==> config.mk <==
export PLATFORM = sky130hd
export DESIGN_NAME = rc4_key_search_ctrl_flat
export DESIGN_NICKNAME = d
export VERILOG_FILES = /design/src/rtl/rc4_key_search_ctrl_pkg.sv /design/src/rtl/rc4_key_search_ctrl_if.sv /design/src/rtl/rc4_key_search_ctrl_s_ram_arbiter.sv /design/src/rtl/rc4_key_search_ctrl.sv /design/src/flat_wrapper.sv
export SDC_FILE = /design/constraint.sdc
export NUM_CORES = 1
export LEC_CHECK = 0
export ABC_AREA = 1
export BUFFER_PORTS_ARGS = -buffer_cell sky130_fd_sc_hd__buf_4
export CORE_MARGIN = 4
export CORE_UTILIZATION = 50
export DETAILED_ROUTE_END_ITERATION = 10
export HOLD_SLACK_MARGIN = 0.02
export PLACE_DENSITY = 0.82
export SYNTH_ARGS = -nofsm -noshare
export SYNTH_HDL_FRONTEND = slang
export SYNTH_HIERARCHICAL = 1
export SYNTH_SLANG_ARGS = --single-unit
==> constraint.sdc <==
create_clock -name clk -period 3.05 [get_ports clk]
set_input_delay 0.1525 -clock clk [delete_from_list [all_inputs] [get_ports clk]]
set_output_delay 0.1525 -clock clk [all_outputs]
set_load 0.1 [all_outputs]
==> src/rtl/rc4_key_search_ctrl_pkg.sv <==
// Shared types, constants and helpers for the RC4 key search sequencer.
// Holds the sequencer state set, S RAM owner select and printable-char test.
package rc4_pkg;

  typedef enum logic [2:0] {
    IDLE,
    ENG_RST,
    INIT,
    SHUF,
    DEC,
    NEXT_KEY,
    FOUND,
    FAIL
  } state_e;

  typedef enum logic [1:0] {
    NONE,
    INIT_OWN,
    SHUF_OWN,
    DEC_OWN
  } owner_e;

  localparam logic [7:0] CHAR_A  = 8'h61;
  localparam logic [7:0] CHAR_Z  = 8'h7A;
  localparam logic [7:0] CHAR_SP = 8'h20;

  // Lower-case letters and space are the only plaintext we accept.
  function automatic logic is_valid_char(input logic [7:0] c);
    return ((c >= CHAR_A) && (c <= CHAR_Z)) || (c == CHAR_SP);
  endfunction

endpackage

==> src/rtl/rc4_key_search_ctrl_if.sv <==
// Single-port S RAM write/address bus driven by the key search sequencer.
// The master side owns the port; the RAM (or a monitor) is the slave.
interface rc4_key_search_ctrl_if #(
  parameter int ADDR_WIDTH = 8,
  parameter int DATA_WIDTH = 8
);

  logic [ADDR_WIDTH-1:0] s_addr;
  logic [DATA_WIDTH-1:0] s_data;
  logic                  s_wren;

  modport master (
    output s_addr,
    output s_data,
    output s_wren
  );

  modport slave (
    input s_addr,
    input s_data,
    input s_wren
  );

endinterface

==> src/rtl/rc4_key_search_ctrl_s_ram_arbiter.sv <==
// Combinational 3:1 mux giving the S RAM port to exactly one engine.
// With no owner the port is parked at address 0 with writes disabled.
module s_ram_arbiter
  import rc4_pkg::*;
#(
  parameter int ADDR_WIDTH = 8,
  parameter int DATA_WIDTH = 8
) (
  input  owner_e                own,
  input  logic [ADDR_WIDTH-1:0] init_addr,
  input  logic [DATA_WIDTH-1:0] init_data,
  input  logic                  init_wren,
  input  logic [ADDR_WIDTH-1:0] shuf_addr,
  input  logic [DATA_WIDTH-1:0] shuf_data,
  input  logic                  shuf_wren,
  input  logic [ADDR_WIDTH-1:0] dec_addr,
  input  logic [DATA_WIDTH-1:0] dec_data,
  input  logic                  dec_wren,
  output logic [ADDR_WIDTH-1:0] s_addr,
  output logic [DATA_WIDTH-1:0] s_data,
  output logic                  s_wren
);

  // Select the owning engine's bus; everything else is masked off.
  always_comb begin
    s_addr = '0;
    s_data = '0;
    s_wren = 1'b0;
    unique case (own)
      INIT_OWN: begin
        s_addr = init_addr;
        s_data = init_data;
        s_wren = init_wren;
      end
      SHUF_OWN: begin
        s_addr = shuf_addr;
        s_data = shuf_data;
        s_wren = shuf_wren;
      end
      DEC_OWN: begin
        s_addr = dec_addr;
        s_data = dec_data;
        s_wren = dec_wren;
      end
      default: ;
    endcase
  end

endmodule

==> src/rtl/rc4_key_search_ctrl.sv <==
// RC4 brute-force key search sequencer: init -> shuffle -> decrypt per key.
// Build option RC4_EARLY_ABORT_EN: reject a key on the first bad byte.
module rc4_key_search_ctrl
  import rc4_pkg::*;
#(
  parameter int                   KEY_WIDTH   = 24,
  parameter logic [KEY_WIDTH-1:0] KEY_MAX     = 24'h3F_FFFF,
  parameter int                   MESSAGE_LEN = 32,
  parameter int                   ADDR_WIDTH  = 8,
  parameter int                   DATA_WIDTH  = 8
) (
  input  logic                  clk,
  input  logic                  rst,
  input  logic                  start,
  output logic [KEY_WIDTH-1:0]  key,
  output logic                  eng_rst,
  output logic                  init_start,
  output logic                  shuf_start,
  output logic                  dec_start,
  input  logic                  init_finish,
  input  logic                  shuf_finish,
  input  logic                  dec_finish,
  input  logic [ADDR_WIDTH-1:0] init_s_addr,
  input  logic [ADDR_WIDTH-1:0] shuf_s_addr,
  input  logic [ADDR_WIDTH-1:0] dec_s_addr,
  input  logic [DATA_WIDTH-1:0] init_s_data,
  input  logic [DATA_WIDTH-1:0] shuf_s_data,
  input  logic [DATA_WIDTH-1:0] dec_s_data,
  input  logic                  init_s_wren,
  input  logic                  shuf_s_wren,
  input  logic                  dec_s_wren,
  rc4_key_search_ctrl_if.master s_ram,
  input  logic                  dec_result_wren,
  input  logic [DATA_WIDTH-1:0] dec_result_data,
  output logic                  busy,
  output logic                  found,
  output logic                  exhausted
);

  localparam int CW = $clog2(MESSAGE_LEN + 1);
  localparam logic [CW-1:0] MSG_LEN = CW'(MESSAGE_LEN);

  state_e               state_q, state_d;
  logic [KEY_WIDTH-1:0] key_q, key_d;
  logic                 first_q, first_d;
  logic [CW-1:0]        cnt_q, cnt_d;
  logic                 chk_byte;
  logic                 bad_now;
  owner_e               own;
  logic [ADDR_WIDTH-1:0] arb_addr;
  logic [DATA_WIDTH-1:0] arb_data;
  logic                  arb_wren;

`ifndef RC4_EARLY_ABORT_EN
  logic                 bad_q, bad_d;
`endif

  // Only the first MESSAGE_LEN result bytes of a run are plaintext.
  assign chk_byte = (state_q == DEC) && dec_result_wren
                    && (cnt_q < MSG_LEN);
  assign bad_now  = chk_byte
                    && !is_valid_char(dec_result_data[7:0]);

  // Next-state, key stepping and per-key bookkeeping.
  always_comb begin
    state_d = state_q;
    key_d   = key_q;
    cnt_d   = cnt_q;
`ifndef RC4_EARLY_ABORT_EN
    bad_d   = bad_q;
`endif
    unique case (state_q)
      IDLE: begin
        if (start) begin
          state_d = ENG_RST;
          key_d   = '0;
        end
      end
      ENG_RST: begin
        cnt_d   = '0;
`ifndef RC4_EARLY_ABORT_EN
        bad_d   = 1'b0;
`endif
        state_d = INIT;
      end
      INIT: begin
        if (!first_q && init_finish) state_d = SHUF;
      end
      SHUF: begin
        if (!first_q && shuf_finish) state_d = DEC;
      end
      DEC: begin
        if (chk_byte) cnt_d = cnt_q + CW'(1);
`ifdef RC4_EARLY_ABORT_EN
        if (bad_now) begin
          state_d = NEXT_KEY;
        end else if (!first_q && dec_finish) begin
          state_d = FOUND;
        end
`else
        if (bad_now) bad_d = 1'b1;
        if (!first_q && dec_finish) begin
          state_d = (bad_q || bad_now) ? NEXT_KEY : FOUND;
        end
`endif
      end
      NEXT_KEY: begin
        if (key_q == KEY_MAX) begin
          state_d = FAIL;
        end else begin
          key_d   = key_q + KEY_WIDTH'(1);
          state_d = ENG_RST;
        end
      end
      FOUND: ;
      FAIL: ;
      default: state_d = IDLE;
    endcase
    first_d = (state_d != state_q);
  end

  // State and bookkeeping registers.
  always_ff @(posedge clk) begin
    if (rst) begin
      state_q <= IDLE;
      key_q   <= '0;
      first_q <= 1'b0;
      cnt_q   <= '0;
`ifndef RC4_EARLY_ABORT_EN
      bad_q   <= 1'b0;
`endif
    end else begin
      state_q <= state_d;
      key_q   <= key_d;
      first_q <= first_d;
      cnt_q   <= cnt_d;
`ifndef RC4_EARLY_ABORT_EN
      bad_q   <= bad_d;
`endif
    end
  end

  // S RAM owner follows the engine whose state we are in.
  always_comb begin
    own = NONE;
    unique case (state_q)
      INIT:    own = INIT_OWN;
      SHUF:    own = SHUF_OWN;
      DEC:     own = DEC_OWN;
      default: own = NONE;
    endcase
  end

  s_ram_arbiter #(
    .ADDR_WIDTH (ADDR_WIDTH),
    .DATA_WIDTH (DATA_WIDTH)
  ) u_arb (
    .own       (own),
    .init_addr (init_s_addr),
    .init_data (init_s_data),
    .init_wren (init_s_wren),
    .shuf_addr (shuf_s_addr),
    .shuf_data (shuf_s_data),
    .shuf_wren (shuf_s_wren),
    .dec_addr  (dec_s_addr),
    .dec_data  (dec_s_data),
    .dec_wren  (dec_s_wren),
    .s_addr    (arb_addr),
    .s_data    (arb_data),
    .s_wren    (arb_wren)
  );

  assign s_ram.s_addr = arb_addr;
  assign s_ram.s_data = arb_data;
  assign s_ram.s_wren = arb_wren;

  assign key        = key_q;
  assign eng_rst    = (state_q == ENG_RST);
  assign init_start = (state_q == INIT) && first_q;
  assign shuf_start = (state_q == SHUF) && first_q;
  assign dec_start  = (state_q == DEC)  && first_q;
  assign found      = (state_q == FOUND);
  assign exhausted  = (state_q == FAIL);
  assign busy       = !((state_q == IDLE) || found || exhausted);

endmodule

==> src/flat_wrapper.sv <==
// flat-port wrapper written by rule: the top's interface ports become plain ports
module rc4_key_search_ctrl_flat import rc4_pkg::*;
#(
  parameter int                   KEY_WIDTH   = 24,
  parameter logic [KEY_WIDTH-1:0] KEY_MAX     = 24'h3F_FFFF,
  parameter int                   MESSAGE_LEN = 32,
  parameter int                   ADDR_WIDTH  = 8,
  parameter int                   DATA_WIDTH  = 8
)
  (clk, rst, start, key, eng_rst, init_start, shuf_start, dec_start, init_finish, shuf_finish, dec_finish, init_s_addr, shuf_s_addr, dec_s_addr, init_s_data, shuf_s_data, dec_s_data, init_s_wren, shuf_s_wren, dec_s_wren, dec_result_wren, dec_result_data, busy, found, exhausted, s_ram_s_addr, s_ram_s_data, s_ram_s_wren);
  rc4_key_search_ctrl_if #(.ADDR_WIDTH(ADDR_WIDTH), .DATA_WIDTH(DATA_WIDTH)) s_ram_i ();
  input  logic clk;
  input  logic rst;
  input  logic start;
  output logic [KEY_WIDTH-1:0] key;
  output logic eng_rst;
  output logic init_start;
  output logic shuf_start;
  output logic dec_start;
  input  logic init_finish;
  input  logic shuf_finish;
  input  logic dec_finish;
  input  logic [ADDR_WIDTH-1:0] init_s_addr;
  input  logic [ADDR_WIDTH-1:0] shuf_s_addr;
  input  logic [ADDR_WIDTH-1:0] dec_s_addr;
  input  logic [DATA_WIDTH-1:0] init_s_data;
  input  logic [DATA_WIDTH-1:0] shuf_s_data;
  input  logic [DATA_WIDTH-1:0] dec_s_data;
  input  logic init_s_wren;
  input  logic shuf_s_wren;
  input  logic dec_s_wren;
  input  logic dec_result_wren;
  input  logic [DATA_WIDTH-1:0] dec_result_data;
  output logic busy;
  output logic found;
  output logic exhausted;
  output wire logic [$bits(s_ram_i.s_addr)-1:0] s_ram_s_addr;
  output wire logic [$bits(s_ram_i.s_data)-1:0] s_ram_s_data;
  output wire logic [$bits(s_ram_i.s_wren)-1:0] s_ram_s_wren;
  assign s_ram_s_addr = s_ram_i.s_addr;
  assign s_ram_s_data = s_ram_i.s_data;
  assign s_ram_s_wren = s_ram_i.s_wren;
  rc4_key_search_ctrl #(.KEY_WIDTH(KEY_WIDTH), .KEY_MAX(KEY_MAX), .MESSAGE_LEN(MESSAGE_LEN), .ADDR_WIDTH(ADDR_WIDTH), .DATA_WIDTH(DATA_WIDTH)) u_core (.clk(clk), .rst(rst), .start(start), .key(key), .eng_rst(eng_rst), .init_start(init_start), .shuf_start(shuf_start), .dec_start(dec_start), .init_finish(init_finish), .shuf_finish(shuf_finish), .dec_finish(dec_finish), .init_s_addr(init_s_addr), .shuf_s_addr(shuf_s_addr), .dec_s_addr(dec_s_addr), .init_s_data(init_s_data), .shuf_s_data(shuf_s_data), .dec_s_data(dec_s_data), .init_s_wren(init_s_wren), .shuf_s_wren(shuf_s_wren), .dec_s_wren(dec_s_wren), .s_ram(s_ram_i), .dec_result_wren(dec_result_wren), .dec_result_data(dec_result_data), .busy(busy), .found(found), .exhausted(exhausted));
endmodule
-- After elaboration in Yosys (flattened, before gate mapping)
Cells that the tools add are included.
- add/subtract/negate cells: 2
- mux-type cells: 18
- $lt $le $gt $ge: 3
- reductions and logical operators: 23
- equality and inequality tests: 17
- operator list (kind ; count):
    $mux 24 ; 2
    $pmux 24 s2 ; 1
    $pmux 8 s3 ; 2
    $add 24x1->24 const B ; 1
    $eq 24x22->1 const B ; 1
    $pmux 3 s6 ; 1
    $mux 3 ; 5
    $eq 3x3->1 const B ; 4
    $pmux 6 s2 ; 1
    $logic_and 1x1->1 ; 10
    $eq 8x6->1 const B ; 1
    $ge 8x7->1 const B ; 1
    $le 8x7->1 const B ; 1
    $add 6x1->6 const B ; 1
    $eq 3x2->1 const B ; 2
    $lt 6x6->1 const B ; 1
    $mux 6 ; 1
    $pmux 2 s3 ; 1
    $eq 2x2->1 const B ; 2
    $logic_or 1x1->1 ; 4
    $ne 2x1->1 const B ; 2
    $ne 2x2->1 const B ; 2
    $reduce_and 2->1 ; 2
    $reduce_bool 2->1 ; 2
    10 further kinds ; 12
- output and inout port bits: 48
- word-level logic and storage cells: 68
- input port bits: 66
- register bits: 35

-- Depth between registers and ports, before layout
Gate-level depths: netlist of the first run.
- depth in word-level cells: 10
- gate-level depth with buffers: 14
- gate-level depth less buffers: 14

-- Cells and area by module
The synthesis of the first run kept the hierarchy.
- by module, submodules not included (module ; sequential area each (µm²) ; cells an instance ; times used ; area an instance (µm²)):
    rc4_key_search_ctrl ; 700.7 ; 344 ; 1 ; 2187.1
    s_ram_arbiter ; 0.0 ; 80 ; 1 ; 630.6

-- Least setup slack after synthesis of the first run
No wires, ideal clock.
- path type: reg2out
- start: reg u_core.state_q[1]
- end: out busy
- required time: 2.897 ns
- arrival: 2.769 ns
- path buffers: 0
- path slack: 0.129 ns
- cell stages (with the launch flop): 4
- cells stage by stage: dfxtp_1 > nand2_1 > nor2_1 > nor2_1
- elaborated cells on any way between the ends: 6
- classes of those cells: eq/ne (2); reduce/logical (4)
- RTL lines (item ; line ; text):
    from (decl) ; rc4_key_search_ctrl.sv:43 ; state_e state_q, state_d;
    from (signal assigned) ; rc4_key_search_ctrl.sv:133 ; state_q <= state_d;
    $eq 3x3->1 ; rc4_key_search_ctrl.sv:183 ; assign exhausted = (state_q == FAIL);
    named net exhausted ; flat_wrapper.sv:36 ; output logic exhausted;
    $logic_or 1x1->1 ; rc4_key_search_ctrl.sv:184 ; assign busy = !((state_q == IDLE) || found || exhausted);
    $logic_not 1->1 ; rc4_key_search_ctrl.sv:184 ;
    to (decl) ; flat_wrapper.sv:34 ; output logic busy;
The timed path passes the listed nets, and every way through them passes these cells.

-- Final worst setup path of the first run
- start: reg u_core.state_q[0]
- end: out s_ram_s_addr[6]
- cells in the longest elaborated chain, start to end: 4
- elaborated cells on any way between the ends: 8
- classes of those cells: eq/ne (6); mux (2)
- ends and longest elaborated chain (item ; line ; text):
    $eq 3x3->1 or $eq 3x2->1 (tied branches) ; rc4_key_search_ctrl.sv:146 ; unique case (state_q)
    $pmux 2 s3 (*) ; rc4_key_search_ctrl.sv:146 ;
    named net u_core.own[1] ; rc4_key_search_ctrl.sv:49 ; owner_e own;
    $eq 2x2->1 or $eq 2x1->1 (tied branches) ; rc4_key_search_ctrl_s_ram_arbiter.sv:29 ; unique case (own)
    $pmux 8 s3 (*) ; rc4_key_search_ctrl_s_ram_arbiter.sv:29 ;
    to (decl) ; flat_wrapper.sv:37 ; output wire logic [$bits(s_ram_i.s_addr)-1:0] s_ram_s_addr;
The timed path passes the listed nets; every way through them passes the cells marked *.

==> metrics, run 1 <==
status=finished clean; Post-DP HPWL=6.266 mm; minimum clock period after layout=2555 ps; Synth top area share=24.87%; total power=1.351 mW; final hold violation count=0; final setup vio count=0; routed len/inst=13.04 µm; number of global-route vias before repair=3068; Mapped Nets=492; Root Driver=clkbuf_8; Fill cells=486; max cap viols=0; postcts setup bufs=0; multi-input logic area=1742 µm²; sequential area share after synthesis=24.87%; Core ar.=5473 µm²; CP Class=reg -> out; Async SR Flop Fraction=0%; grt ovf=0; Vias per Instance=5.187; Worst Path Max Fanout=14; Area growth syn-to-layout=31.88%; RePlAce Congestion=0.9224; crit path DAT=2400 ps; worst r2r path cells=14; Tcrit/Tclk final=83.76%; clock transition at the registers of the reported paths=80 ps; drt pass-1 iters=4; Top FF cell, synth=dfxtp_1; Resize count post-CTS=0; EDFF count, synth=0; fin. max-slew vios=0; Yosys top cell by area=dfxtp_1; post-synthesis cell type count=41; Initial Utilization=51.49%; Reg2Reg Capture Point=u_core/key[17]$_SDFFE_PP0P_; hold path start=rst; depth of the CTS H-tree=2; worst-margin pin slew=563.9 ps; Worst Path Required=2900 ps; Routed Antenna Nets=0; Worst R2R Start=u_core/key[0]$_SDFFE_PP0P_; DR vias=3138; Core Util, Final=67.90%; Post-Route Skew=6.991 ps; Slew headroom=62.32%; Port Buffers=113; register bit total from synthesis=35; critical path startpoint category=flip-flop; DRC Markers=0; die area=6901 µm²; largest net degree at the start of global routing=36; layout cells sized above 1=35.65%; RSZ-0062 raised after global routing=no; synthesized area per cell=6.646 µm²; Setup TNS=0 ps; FMAX=0.3914 GHz; Post-Synthesis Cells=424; leakage power=1.775 nW; io pins=114; CTS tree=done; Final #Nets=600; initial antenna violation count=0; Pwr Density=363.7 nW/µm²; CTS hold repair buffers=0; n_diodes=0; Total Wirelength=7.887 mm; VDD IR max=0.2690 mV; total CTS buffers=5; yosys warns=6; hold path cells=2; CP endpoint kind=output pin; Register Area=700.7 µm²; synthesized cell area=2818 µm²; clock sink count=35; Hold Crit Class=in -> reg; reg-to-reg slack, setup=1110 ps; Bufs on Longest Clock Path=2; DIE WIDTH=83.07 µm; endpoint of the worst hold path=u_core/key[22]$_SDFFE_PP0P_; cell with the most instances after synthesis=nand2_1; synth cell count leaders=nand2_1 (91), nand3_1 (60), nor2_1 (51), inv_1 (43), dfxtp_1 (35); first-pass GRT wire length=13.62 mm; Die Y=83.07 µm; Rows=27; Synth area leaders=dfxtp_1 (25%), nand2_1 (12%), nand3_2 (11%); gr usage total=23.03%; Iteration-0 DRC Markers=128; Worst-Skew Late Latency=300 ps
[per-stage QoR]
stage          instances  hold slack, ps  instance area, µm²  setup slack, ps
6_report             605           144.1                3716            495.3
5_1_grt              605           154.9                3716            267.1
4_1_cts              605           142.3                3716            476.3
3_5_place_dp         597           459.4                3623            814.5
3_3_place_gp         597           447.3                3623            925.3
2_1_floorplan        424           221.6                2818            128.6
[state kept, by name, indices dropped and copies added, names as in the netlist]
name / flops
u_core/key: 24
u_core/cnt_q: 6
u_core/bad_q: 1
u_core/state_q: 3
u_core/first_q: 1
[layout make-up]
class                      count  share of cell area, %
tap                           72                  2.424
timing repair buffer         117                  23.64
sequential                    35                  18.86
clock buffer                   5                  1.852
multi-input combinational    320                  46.87
clock inverter                 3                 0.6397
inverter                      53                  5.724
[cell usage in the layout, fill, tap and decap left out, types with 2 or more instances in the layout]
cell,n
inv_2,7
inv_6,2
a21oi_1,18
clkbuf_8,5
nand2_1,91
nor3_1,13
nand2_4,2
or2_2,2
inv_1,43
nor2_1,51
nand2_2,4
nand3_1,60
nand3_2,31
nor3_2,4
a21o_1,2
and3_1,3
dfxtp_1,35
a31oi_1,2
a21oi_2,6
nor2_4,2
ha_1,2
xor2_1,3
nand4_1,4
buf_4,117
clkinvlp_4,2
o21ai_0,9
[cell families (layout without fill, tap and decap cells)]
group	after synthesis	count (layout)	synth area share [%]
simple gates	273	273	50.80
buf+inv	69	178	13.32
compound gates	42	42	9.192
flops	35	35	24.87
xor+xnor	3	3	0.9327
fa+ha+maj	2	2	0.8880
[critical path: stages, from the launching register on]
cell     delay (ps)
dfxtp_1         510
inv_1           110
nor2_1          150
inv_1            80
nand2_1         430
buf_4           300
nand3_1         120
nand3_2         110
buf_4           290
[worst max path at each step]
| stage | from | endpoint | slack, ps |
|---|---|---|---|
| after floorplan | u_core/state_q[1]$_SDFF_PP0_ | busy | 130 |
| after global placement | u_core/state_q[0]$_SDFF_PP0_ | s_ram_s_addr[5] | 930 |
| after detailed placement | u_core/state_q[0]$_SDFF_PP0_ | s_ram_s_addr[6] | 810 |
| after CTS | u_core/state_q[0]$_SDFF_PP0_ | s_ram_s_addr[6] | 480 |
| after global routing | u_core/state_q[0]$_SDFF_PP0_ | s_ram_s_addr[5] | 270 |
| final | u_core/state_q[0]$_SDFF_PP0_ | s_ram_s_addr[6] | 500 |
[per-layer routing]
metal / vias to the layer above / GRT usage (%) / share of wire, %
met3: 18 / 6.647 / 6.3
met4: 0 / 8.470 / 2.3
met1: 1401 / 27.85 / 43
met2: 110 / 38.63 / 48
li1: 1609 / - / -
met5: - / 0 / 0
[where the power goes]
| part | internal (mW) | leakage [nW] | switching [mW] |
|---|---|---|---|
| Combinational | 0.143 | 1.45 | 0.373 |
| Sequential | 0.466 | 0.283 | 0.0114 |
| Clock | 0.163 | 0.0408 | 0.194 |
| Total | 0.772 | 1.77 | 0.579 |
(Power assumes the default switching activity.)
==> inputs of run 2 (changes only) <==
Settings changed: CORE_UTILIZATION 50 to 49, PLACE_DENSITY 0.82 to 0.81.
Clock period 3.05 ns to 2.5 ns, I/O delays scaled along.
==> run 2 against run 1 <==
Effect of this change: routed wire length is 4.1% higher; global-route usage is 0.070 points lower; sequential share of layout area is 0.21 points lower; critical endpoint is now s_ram_s_data[2]; final cell count stayed put; worst setup slack worse by 250 ps; sequential cell count stayed put; die area is 1.8% higher; critical path depth is 1 higher; non-clock buffer count stayed put; sequential power is 22% higher.
==> metrics, run 2 (synthesis results as in run 1) <==
Area growth syn-to-layout=33.35%; Tcrit/Tclk final=90.12%; Resize count post-CTS=0; number of global-route vias before repair=3042; fin. max-slew vios=0; depth of the CTS H-tree=2; io pins=114; first-pass GRT wire length=13.90 mm; FMAX=0.4439 GHz; Worst Path Required=2380 ps; Pwr Density=464.7 nW/µm²; sequential share of power=33.4%; CTS tree=done; clock transition at the registers of the reported paths=80 ps; n_diodes=0; minimum clock period after layout=2253 ps; Gate power share=36.4%; Hold Crit Class=in -> reg; Rows=27; Worst-Skew Late Latency=290 ps; Core Util, Final=67.82%; DIE WIDTH=83.83 µm; most frequent cells in the layout=buf_4 (116), nand2_1 (91), nand3_1 (60), nor2_1 (49), inv_1 (43); gr usage total=22.96%; layout cells sized above 1=36.02%; initial antenna violation count=0; Total Wirelength=8.212 mm; total CTS buffers=5; final setup vio count=0; Setup TNS=0 ps; Final #Nets=600; Fill cells=471; Hold WS=128.8 ps; die area=7027 µm²; status=finished clean; crit-path cells=inv_1 > nand2_1 > nor2_1 > inv_1 > nand2_1 > buf_4 > nand3_1 > nand3_2 > buf_4; number of flip-flops in the largest register=24; Register Area=700.7 µm²; Final Instance Area=3757 µm²; Bufs on Longest Clock Path=2; Worst Path Max Fanout=19; CP peak stage delay=370 ps; RSZ-0062 raised after global routing=no; grt ovf=0; postcts setup bufs=0; Post-Route Skew=8.923 ps; CP endpoint kind=output pin; CP bufs+invs=4; switching share of power=39.90%; Root Driver=clkbuf_8; Iteration-0 DRC Markers=251; multi-input logic area=1747 µm²; commonest non-fill, non-tap cell in the layout=buf_4; Vias per Instance=5.314; Worst path top cell family by delay=buffers and inverters; DRC Markers=0; Internal=1.050 mW; switching power=0.6967 mW; largest net degree at the start of global routing=36; routed len/inst=13.57 µm; Clk pwr share=30.3%; worst-margin pin slew=495.0 ps; Core ar.=5540 µm²; Post-DP HPWL=6.244 mm; Port Buffers=113; final non-filler cell total=605; clock sink count=35; DR vias=3215; CP Class=reg -> out; leakage power=1.795 nW; critical path startpoint category=flip-flop; Slew headroom=66.65%; Routed Antenna Nets=0; area of placed instances=3641 µm²; final hold violation count=0; max cap viols=0; RePlAce Congestion=0.9093; critical-path cell with the highest stage delay=dfxtp_1; VDD IR max=0.2864 mV; crit path DAT=2130 ps; CTS hold repair buffers=0; Die Y=83.83 µm; drt pass-1 iters=5; Initial Utilization=50.86%; placed cells=597
==> run 2: changes by cell type in the layout (fill, tap and decap cells not counted), sizes merged <==
cell,before,now
bufinv,0,1
clkinvlp,2,0
clkinv,1,2
==> run 2: layer usage <==
metal / share of wire, % / up-vias / GRT usage, % / wire [µm]
li1: - / 1610 / - / -
met1: 42 / 1462 / 28.47 / 3435
met4: 2.3 / 0 / 6.140 / 188
met3: 8.2 / 19 / 5.035 / 671
met2: 48 / 124 / 39.91 / 3916
met5: 0 / - / 0 / 0
==> run 2: stage by stage <==
| stage | power, mW | setup WS (ps) |
|---|---|---|
| 3_3_place_gp | 1.220 | 631.8 |
| 5_1_grt | 1.823 | 74.16 |
| 3_5_place_dp | 1.228 | 608.6 |
| 2_1_floorplan | 1.084 | -72.65 |
| 4_1_cts | 1.755 | 263.5 |
| 6_report | 1.746 | 247.1 |
==> run 2: final cells by class <==
cell class              count  area share, %
clock buffers               5          1.832
clock inverters             3          1.265
repair buffers            117          23.71
multi-input cells         320          46.49
inverters                  53          5.661
flip-flops and latches     35          18.65
well taps                  72          2.398
==> run 2: power groups by stage <==
| stage | logic (mW) | clock network, mW | registers [mW] |
|---|---|---|---|
| 3_3_place_gp | 0.626 | 0 | 0.594 |
| 6_report | 0.635 | 0.528 | 0.583 |
| 5_1_grt | 0.674 | 0.564 | 0.585 |
| 4_1_cts | 0.634 | 0.538 | 0.582 |
| 3_5_place_dp | 0.632 | 0 | 0.596 |
| 2_1_floorplan | 0.494 | 0 | 0.590 |
==> run 2: final timing paths <==
kind	end	cells after the start	slack [ps]	startpoint
worst max-delay path	s_ram_s_data[2]	9	250	u_core/state_q[2]$_SDFF_PP0_
worst min register to register	u_core/cnt_q[5]$_SDFFE_PP0P_	2	460	u_core/cnt_q[5]$_SDFFE_PP0P_
worst min-delay path	u_core/key[22]$_SDFFE_PP0P_	2	130	rst
worst max register to register	u_core/key[11]$_SDFFE_PP0P_	14	570	u_core/key[0]$_SDFFE_PP0P_
==> run 2: worst reg2reg max path: cells and delay by family, from the launching register on <==
| family | cells | cell delay (ps) |
|---|---|---|
| adders and majority gates | 1 | 200 |
| and+or+nand+nor | 12 | 1110 |
| DFF | 1 | 430 |
| buffers and inverters | 1 | 90 |
